## config.mk

```make
export PLATFORM = sky130hd
export DESIGN_NAME = fft_pa2se
export DESIGN_NICKNAME = d
export VERILOG_FILES = /design/src/rtl/fft_pkg.sv /design/src/rtl/fft_pa2se_bank.sv /design/src/rtl/fft_pa2se.sv
export SDC_FILE = /design/constraint.sdc
export NUM_CORES = 2
export LEC_CHECK = 0
export BUFFER_PORTS_ARGS = -buffer_cell sky130_fd_sc_hd__buf_2
export CAP_MARGIN = 20
export CELL_PAD_IN_SITES_DETAIL_PLACEMENT = 0
export CELL_PAD_IN_SITES_GLOBAL_PLACEMENT = 1
export CORE_MARGIN = 1
export CORE_UTILIZATION = 35
export DETAILED_ROUTE_END_ITERATION = 10
export GPL_TIMING_DRIVEN = 0
export HOLD_SLACK_MARGIN = 0.1
export PLACE_DENSITY_LB_ADDON = 0.1
export SETUP_SLACK_MARGIN = 0.3
export SYNTH_ARGS = -nofsm -noshare
export SYNTH_HDL_FRONTEND = slang
export SYNTH_SLANG_ARGS = --single-unit
export TNS_END_PERCENT = 30
```

## constraint.sdc

```tcl
create_clock -name CLK -period 16.5 [get_ports CLK]
set_clock_uncertainty 0.15 [all_clocks]
set_input_delay 2.475 -clock CLK [delete_from_list [all_inputs] [get_ports CLK]]
set_output_delay 2.475 -clock CLK [all_outputs]
set_load 0.1 [all_outputs]
```

## src/rtl/fft_pkg.sv

```systemverilog
// Shared constants, state encodings and the 5-bit bit-reversal helper for the
// FFT32 output stage.
package fft_pkg;

    localparam int N     = 32;
    localparam int LANES = 4;
    localparam int BEATS = 8;
    localparam int ADDRW = 5;
    localparam int BEATW = 3;

    typedef enum logic { W_IDLE, W_FILL  } wr_state_e;
    typedef enum logic { R_IDLE, R_DRAIN } rd_state_e;

    // Life cycle of one ping-pong bank.
    typedef enum logic [1:0] {
        B_EMPTY,
        B_FILL,
        B_FULL,
        B_DRAIN
    } bank_state_e;

    function automatic logic [ADDRW-1:0] bitrev5(input logic [ADDRW-1:0] a);
        logic [ADDRW-1:0] r;
        for (int i = 0; i < ADDRW; i++) begin
            r[i] = a[ADDRW-1-i];
        end
        return r;
    endfunction

endpackage

```

## src/rtl/fft_pa2se_bank.sv

```systemverilog
// One 32-sample bank: writes a row of 4 complex samples per cycle, reads one
// complex sample per cycle into an output register.
module fft_pa2se_bank
    import fft_pkg::*;
#(
    parameter int nb = 16
) (
    input  logic                  clk,
    input  logic                  we,
    input  logic [BEATW-1:0]      wrow,
    input  logic [LANES*nb-1:0]   wdr,
    input  logic [LANES*nb-1:0]   wdi,
    input  logic                  re,
    input  logic [ADDRW-1:0]      raddr,
    output logic [nb-1:0]         rdr,
    output logic [nb-1:0]         rdi
);

    logic [2*nb-1:0] mem [N];
    logic [2*nb-1:0] rdata_d;
    logic [2*nb-1:0] rdata_q;

    // Row r holds samples 4r..4r+3, so lane j lands at address {r, j}.
    always_ff @(posedge clk) begin
        if (we) begin
            for (int j = 0; j < LANES; j++) begin
                mem[{wrow, 2'(j)}] <= {wdr[j*nb +: nb], wdi[j*nb +: nb]};
            end
        end
    end

    always_comb begin
        rdata_d = rdata_q;
        if (re) begin
            rdata_d = mem[raddr];
        end
    end

    always_ff @(posedge clk) begin
        rdata_q <= rdata_d;
    end

    assign rdr = rdata_q[2*nb-1 -: nb];
    assign rdi = rdata_q[nb-1:0];

endmodule

```

## src/rtl/fft_pa2se.sv

```systemverilog
// Parallel-to-serial stage: buffers 4-lane frames in two banks and streams one
// complex sample per cycle, optionally restoring natural order.
module fft_pa2se
    import fft_pkg::*;
#(
    parameter int nb     = 16,
    parameter bit BITREV = 1'b1
) (
    input  logic              CLK,
    input  logic              RST,
    input  logic              START,
    input  logic [4*nb-1:0]   DR,
    input  logic [4*nb-1:0]   DI,
    output logic [nb-1:0]     OR,
    output logic [nb-1:0]     OI,
    output logic              OV,
    output logic              RDY,
    output logic              OVF,
    output logic              ERR
);

    wr_state_e        wr_state_q, wr_state_d;
    rd_state_e        rd_state_q, rd_state_d;
    bank_state_e      bank_st_q [2];
    bank_state_e      bank_st_d [2];
    logic [BEATW-1:0] beat_q, beat_d;
    logic             wbank_q, wbank_d;
    logic [ADDRW-1:0] cnt_q, cnt_d;
    logic             rbank_q, rbank_d;
    logic             ov_q, ov_d;
    logic             rdy_q, rdy_d;
    logic             osel_q, osel_d;
    logic             ovf_q, ovf_d;
    logic             err_q, err_d;

    logic [1:0]       we;
    logic [BEATW-1:0] wrow;
    logic [1:0]       re;
    logic [ADDRW-1:0] rd_n;
    logic [ADDRW-1:0] raddr;
    logic             last_rd;
    logic [1:0]       bank_free;
    logic [nb-1:0]    b0_re, b0_im, b1_re, b1_im;

    // A bank whose final sample is read this cycle may be claimed by START now.
    assign last_rd      = (rd_state_q == R_DRAIN) && (cnt_q == 5'd31);
    assign bank_free[0] = (bank_st_q[0] == B_EMPTY) || (last_rd && !rbank_q);
    assign bank_free[1] = (bank_st_q[1] == B_EMPTY) || (last_rd &&  rbank_q);
    assign raddr        = BITREV ? bitrev5(rd_n) : rd_n;

    always_comb begin
        wr_state_d = wr_state_q;
        rd_state_d = rd_state_q;
        bank_st_d  = bank_st_q;
        beat_d     = beat_q;
        wbank_d    = wbank_q;
        cnt_d      = cnt_q;
        rbank_d    = rbank_q;
        osel_d     = osel_q;
        ov_d       = 1'b0;
        rdy_d      = 1'b0;
        ovf_d      = 1'b0;
        err_d      = 1'b0;
        we         = 2'b00;
        wrow       = '0;
        re         = 2'b00;
        rd_n       = '0;

        // Only one bank can complete per cycle, so at most one is full while idle.
        case (rd_state_q)
            R_IDLE: begin
                if (bank_st_q[0] == B_FULL || bank_st_q[1] == B_FULL) begin
                    rbank_d             = (bank_st_q[0] == B_FULL) ? 1'b0 : 1'b1;
                    re[rbank_d]         = 1'b1;
                    rd_n                = '0;
                    ov_d                = 1'b1;
                    rdy_d               = 1'b1;
                    osel_d              = rbank_d;
                    bank_st_d[rbank_d]  = B_DRAIN;
                    cnt_d               = 5'd1;
                    rd_state_d          = R_DRAIN;
                end
            end
            R_DRAIN: begin
                re[rbank_q] = 1'b1;
                rd_n        = cnt_q;
                ov_d        = 1'b1;
                rdy_d       = (cnt_q == 5'd0);
                osel_d      = rbank_q;
                cnt_d       = cnt_q + 5'd1;
                if (last_rd) begin
                    bank_st_d[rbank_q] = B_EMPTY;
                    if (bank_st_q[~rbank_q] == B_FULL) begin
                        rbank_d             = ~rbank_q;
                        bank_st_d[~rbank_q] = B_DRAIN;
                        cnt_d               = 5'd0;
                    end else begin
                        rd_state_d = R_IDLE;
                    end
                end
            end
            default: rd_state_d = R_IDLE;
        endcase

        // Writer runs after the reader so a claim overrides a same-cycle release.
        case (wr_state_q)
            W_IDLE: begin
                if (START) begin
                    if (bank_free[0] || bank_free[1]) begin
                        wbank_d            = bank_free[0] ? 1'b0 : 1'b1;
                        we[wbank_d]        = 1'b1;
                        wrow               = '0;
                        bank_st_d[wbank_d] = B_FILL;
                        beat_d             = 3'd1;
                        wr_state_d         = W_FILL;
                    end else begin
                        ovf_d = 1'b1;
                    end
                end
            end
            W_FILL: begin
                we[wbank_q] = 1'b1;
                wrow        = beat_q;
                err_d       = START;
                beat_d      = beat_q + 3'd1;
                if (beat_q == 3'(BEATS-1)) begin
                    bank_st_d[wbank_q] = B_FULL;
                    wr_state_d         = W_IDLE;
                end
            end
            default: wr_state_d = W_IDLE;
        endcase
    end

    always_ff @(posedge CLK or negedge RST) begin
        if (!RST) begin
            wr_state_q   <= W_IDLE;
            rd_state_q   <= R_IDLE;
            bank_st_q[0] <= B_EMPTY;
            bank_st_q[1] <= B_EMPTY;
            beat_q       <= '0;
            wbank_q      <= 1'b0;
            cnt_q        <= '0;
            rbank_q      <= 1'b0;
            osel_q       <= 1'b0;
            ov_q         <= 1'b0;
            rdy_q        <= 1'b0;
            ovf_q        <= 1'b0;
            err_q        <= 1'b0;
        end else begin
            wr_state_q   <= wr_state_d;
            rd_state_q   <= rd_state_d;
            bank_st_q[0] <= bank_st_d[0];
            bank_st_q[1] <= bank_st_d[1];
            beat_q       <= beat_d;
            wbank_q      <= wbank_d;
            cnt_q        <= cnt_d;
            rbank_q      <= rbank_d;
            osel_q       <= osel_d;
            ov_q         <= ov_d;
            rdy_q        <= rdy_d;
            ovf_q        <= ovf_d;
            err_q        <= err_d;
        end
    end

    fft_pa2se_bank #(.nb(nb)) u_bank0 (
        .clk   (CLK),
        .we    (we[0]),
        .wrow  (wrow),
        .wdr   (DR),
        .wdi   (DI),
        .re    (re[0]),
        .raddr (raddr),
        .rdr   (b0_re),
        .rdi   (b0_im)
    );

    fft_pa2se_bank #(.nb(nb)) u_bank1 (
        .clk   (CLK),
        .we    (we[1]),
        .wrow  (wrow),
        .wdr   (DR),
        .wdi   (DI),
        .re    (re[1]),
        .raddr (raddr),
        .rdr   (b1_re),
        .rdi   (b1_im)
    );

    // Bank read registers are not reset; gating by ov_q keeps outputs at zero.
    assign OR  = ov_q ? (osel_q ? b1_re : b0_re) : '0;
    assign OI  = ov_q ? (osel_q ? b1_im : b0_im) : '0;
    assign OV  = ov_q;
    assign RDY = rdy_q;
    assign OVF = ovf_q;
    assign ERR = err_q;

endmodule

```

== Word level (Yosys, flattened, before mapping) ==
Memory sizes are Yosys's and may differ from the RTL's. A register that Yosys moved wholly into a read port is not among the register bits.
Cells that the tools add are included.

* Output and inout port bits: 36
* Memories: 2
* RAM bits: 2,048
* Register bits: 21
* Input bits: 131
* Logic and storage cells: 158

{| class="wikitable"
|+ Memory list
! memory !! words !! width !! read ports !! clocked after Yosys merged registers in !! write ports !! RTL line !! RTL
|-
| u_bank0.mem || 32 || 32 || 1 || 1 || 4 || fft_pa2se_bank.sv:19 || <nowiki>logic [2*nb-1:0] mem [N];</nowiki>
|-
| u_bank1.mem || 32 || 32 || 1 || 1 || 4 || fft_pa2se_bank.sv:19 ||
|}

* Add/sub/neg operators: 2
* Magnitude comparators: 18
* Eq/ne operators: 10
* Reductions and logical operators: 23
* Bitwise gates (word level): 18
* Multiplexer cells: 72

{| class="wikitable"
|+ Operators with widths
! operator !! number
|-
| $mux W16 || 4
|-
| $mux W4 || 6
|-
| $mux W1 || 23
|-
| $mux W2 || 11
|-
| $pmux W5 S2 || 2
|-
| $pmux W4 S2 || 2
|-
| $mux W5 || 3
|-
| $logic_and A1 B1 Y1 || 12
|-
| $pmux W1 S2 || 6
|-
| $pmux W3 S2 || 2
|-
| $demux W2 S1 || 5
|-
| $ge A2 B2 Y1 const B || 5
|-
| $lt A2 B1 Y1 const B || 5
|-
| $not A1 Y2 || 5
|-
| $lt A1 B2 Y1 const B || 4
|-
| $or A4 B4 Y4 || 2
|-
| $pmux W2 S2 || 2
|-
| $eq A2 B2 Y1 const B || 3
|-
| $mux W3 || 2
|-
| $ne A2 B2 Y1 const B || 3
|-
| $reduce_and A3 Y1 || 2
|-
| $add A5 B1 Y5 const B || 1
|-
| $eq A5 B5 Y1 const B || 1
|-
| $logic_not A5 Y1 || 1
|-
| 15 further kinds || 31
|}

== Logic depth before layout (Yosys ltp) ==
* Word-level depth: 15
* Depth in mapped cells: 12
* Depth with buffers taken out: 8

== Cells and area by module ==
A second synthesis with hierarchy kept.

* Cell total of the unflattened synthesis: 4,645
* Area, all modules: 83,039.6 µm²

{| class="wikitable"
|+ By module, submodules not included
! module !! sequential area each (µm²) !! area each (µm²) !! instances !! cells an instance
|-
| fft_pa2se_bank at u_bank1 || 31,710.4 || 40,657.7 || 1 || 2,227
|-
| fft_pa2se_bank at u_bank0 || 31,710.4 || 40,655.2 || 1 || 2,227
|-
| fft_pa2se || 525.5 || 1,726.7 || 1 || 191
|}

== Worst setup path after synthesis ==
No wires, ideal clock.

* Kind: register to register
* Start: register beat_q[2]
* End: memory u_bank0.mem[0][0] (netlist name), enable pin
* Data arrival time: 10.091 ns
* Path slack: 5.456 ns
* Stages on the path, launching flop included: 4
* Library setup time: 0.803 ns
* Period minus slack after synthesis: 11.044 ns
* Required time: 15.547 ns
* Buffers on the path: 1
* Cell sequence: dfrtp_1 clkbuf_1 nand2b_1 o31ai_1

{| class="wikitable"
|+ RTL lines
! element !! RTL line !! RTL
|-
| start: declaration || fft_pa2se.sv:26 || <nowiki>logic [BEATW-1:0] beat_q, beat_d;</nowiki>
|-
| start signal: assignment || fft_pa2se.sv:155 || <nowiki>beat_q <= beat_d;</nowiki>
|-
| end: declaration || fft_pa2se_bank.sv:19 ||
|}

== Worst setup path after layout ==
* Start: register ov_q (netlist: OV)
* End: output port OR[14]

* Cells in the longest elaborated chain, start to end: 1

{| class="wikitable"
|+ Ends and longest elaborated chain
! element !! RTL line !! RTL
|-
| start: declaration || fft_pa2se.sv:30 || <nowiki>logic ov_q, ov_d;</nowiki>
|-
| start signal: assignment || fft_pa2se.sv:160 || <nowiki>ov_q <= ov_d;</nowiki>
|-
| $mux W16 || fft_pa2se.sv:192 || <nowiki>assign OR = ov_q ? (osel_q ? b1_re : b0_re) : '0;</nowiki>
|-
| end: declaration || fft_pa2se.sv:14 || <nowiki>output logic [nb-1:0] OR,</nowiki>
|}

Every way passes these cells.

==> reports/results.ini <==
[synth]
postSynthCellCount=4582
synth_edf_count=2112
yosysUniqueCellTypes=62
synth.avg_cell_area_um2=18.3
yosys_most_used_dff=edfxtp_1
yosys-top-cells-area=edfxtp_1, mux2i_1, mux4_2
ys.warnings.count=0
synth-seq-area-share_pct=76.2
synth_async_sr_flop_share_pct=0.985
synth_top_area_share_pct=75.6
syn-cell-area_mm2=0.0839
synth.largest_area_cell=edfxtp_1
ys_ff_latch=2133
syn_nets=4718

[cells_and_area]
layout.nets=5297
drive_above_1_share_pct=21.3
design_area_mm2=0.0993
nFillCells=21329
areaGrowthSynthToFinish_pct=18.4

[clocking]
cts_max_path_buffers=3
root_buffer=clkbuf_16
clk_pin_slew_ns=0.06
post_cts_buffers=0
cts_resized=0
cts_hold_buf=0
cts_tree=yes
ctsHtreeMaxLevel=4
cts_buffers=234
numClockSinks=2133
clkLatencyLatePin_ns=0.89

[placed_design]
place_ws_ns=11.01
port_buffers=166
place_congestion=0.824
hpwl_um=211000
dpl_cell_area_mm2=0.0916

[floorplanning]
die_h_um=492
dieArea_mm2=0.242
core_area_mm2=0.238
die_w_um=492
io_pins=167
core.rowCount=179
start_util_pct=35.2

[worst_hold_path]
hp-start=bank_st_q[3]
min_path_cells=2
hold_class=reg -> reg
min_to=bank_st_q[3]

[sta]
period_share_pct=39.2
worstMarginPinSlew_ns=1.27
fin_crit_ns=6.47
fmax_mhz=154
finalMaxSlewViolations=0
whs_ns=0.468
tns_ns=0
setup_viol=0
finalHoldViolCount=0
rsz0062_at_grt=false
fin_ws_ns=10.03
slew_headroom_pct=15.0

[routing]
num_vias=47798
wl_um=311000
drt_first_pass_iters=11
drc_errors=24
ant_nets=0
wire_per_inst_um=36.4
viasPerCell=5.59
drt_iter0_drc=5192

[worst_setup_path]
r2r_slack_ns=11.11
cp_num_buf_inv=3
r2r_end=u_bank0.mem[1][16]
crit-reg2reg-launch=cnt_q[2]
slowest_delay_ns=0.87
path_delay_family=buffers and inverters
crit_chain=buf_16 -> clkbuf_1 -> nor2b_1 -> buf_2
ff2ff_path_depth=14
crit_arrival_ns=3.85
endpoint_kind=output pin
crit_fanout=10
crit_type=reg -> out
cp-start-kind=flop
cpMaxStageDelayCell=dfrtp_1
required_ns=13.88

[global_routing]
grt_start_max_net_pins=33
track_usage_pct=25.3
overflow=0
grt_pass1_wl_um=415000
grt_pass1_vias=47353
grt_antenna_before_repair=15

[power]
p_comb_share_pct=1.1
power_density_mw_per_mm2=114
power_switching_w=0.00237
fin_total_pwr_w=0.0113
ir_drop_mv=0.0961
p_leak_nw=31.0
swShare_pct=21.0
internal_power_w=0.00895
p_seq_share_pct=52.5
p_clk_share_pct=46.3

[run_status]
status=complete, but fails checks
failed_checks=DRC

[job]
drv_cap=0

[how the worst max path moves through the flow]
stage	startpoint	to	slack, ns	depth (start not counted)
floorplan	beat_q[2]	u_bank0.mem[0][0]	5.46	3
global placement	wbank_q	u_bank0.mem[1][16]	-2.15	3
detailed placement	OV	OR[14]	11.01	4
CTS	OV	OR[14]	10.05	4
global route	OV	OI[4]	10.05	4
finish	OV	OR[14]	10.03	4
[cells in the mapped netlist, types with 20 or more instances]
master and n:
edfxtp_1 2112, mux2i_1 357, nand2_1 316, mux4_2 158, clkbuf_1 153, a21oi_1 135, a221o_1 128, buf_2 104
and2_1 102, a221oi_1 76, nor2_1 75, mux2_2 74, a32oi_1 68, o211ai_1 68, a2111oi_0 63, a22oi_1 63
buf_4 42, o21ai_0 39, nor2b_1 37, a21o_1 34, o31a_1 34, a311oi_1 33, o21ai_1 33, o21a_1 32
a2bb2oi_1 30, o2111ai_1 30, buf_6 21, dfrtp_1 21, or3b_1 21, a221oi_2 20
[logic make-up after synthesis]
| group | share of synthesized area (%) |
|---|---|
| buffers and inverters | 2.07 |
| XOR/XNOR | 0.0209 |
| adder cells (fa/ha/maj) | 0.0746 |
| AO/OA/AOI/OAI | 8.49 |
| multiplexers | 9.75 |
| AND/OR/NAND/NOR | 3.37 |
| flip-flops | 76.2 |
[metrics by stage]
step	instances	utilization, %
after floorplan	4582	-
after global placement	7915	37.2
after detailed placement	8088	38.5
after CTS	8527	41.7
after global routing	8533	41.7
final	8544	41.7
[worst register-to-register path, cell delays in order (launching register included)]
cell      delay [ns]
dfrtp_1         0.47
buf_2           0.40
buf_2           0.55
clkbuf_1        0.69
and3_1          0.28
ha_1            0.42
nand2_1         0.35
o22ai_1         0.27
nand3b_1        0.21
o31ai_4         0.25
buf_8           0.25
buf_8           0.21
buf_16          0.19
buf_8           0.20
buf_8           0.20
[layout make-up]
cell class | instances | area (µm²) | share of cell area (%)
diodes | 13 | 32.5 | 0.0328
plain buffers | 337 | 1730 | 1.74
clock buffers | 273 | 6020 | 6.06
clock inverters | 166 | 1650 | 1.66
inverters | 4 | 15.0 | 0.0151
multi-input cells | 2108 | 18300 | 18.5
flip-flops and latches | 2133 | 63900 | 64.4
well taps | 3167 | 3960 | 3.99
repair buffers | 343 | 3630 | 3.65
[routing by layer]
layer / track usage, % / up-vias / routed length, µm
li1: - / 19985 / -
met1: 34.3 / 25610 / 133000
met2: 40.8 / 1770 / 147000
met3: 4.89 / 429 / 20400
met4: 8.55 / 4 / 10200
met5: 0 / - / 28
[sequential cells by signal (all words and copies together) (netlist names)]
register         cells
ERR                  1
OV                   1
OVF                  1
RDY                  1
bank_st_q            4
beat_q               3
cnt_q                5
osel_q               1
rbank_q              1
rd_state_q           1
u_bank0.mem       1024
u_bank0.rdata_q     32
u_bank1.mem       1024
u_bank1.rdata_q     32
wbank_q              1
wr_state_q           1
[cells in the final DEF, fill, tap and decap left out, drive strengths merged, types with 37 or more instances in the layout]
master   netlist  routed
nor2b         37      37
buf          182     525
o21ai         72      72
a32oi         68      68
a22oi         63      63
nand2        317     317
nor2          76      76
o211ai        68      68
mux2          93      93
clkbuf       155     428
a221o        128     128
a2111oi       63      63
edfxtp      2112    2112
a221oi        96      96
clkinv         0     135
mux4         158     158
mux2i        357     357
a21oi        135     135
and2         102     102
[power groups by stage]
stage / sequential, W / clock (W) / combinational (W)
after floorplan: 0.00607 / 0 / 0.0000000977
after global placement: 0.00606 / 0 / 0.000129
after detailed placement: 0.00606 / 0 / 0.000130
after CTS: 0.00595 / 0.00533 / 0.000130
after global routing: 0.00595 / 0.00552 / 0.000133
final: 0.00595 / 0.00525 / 0.000126
No activity file was read; power rests on OpenSTA's default activity.
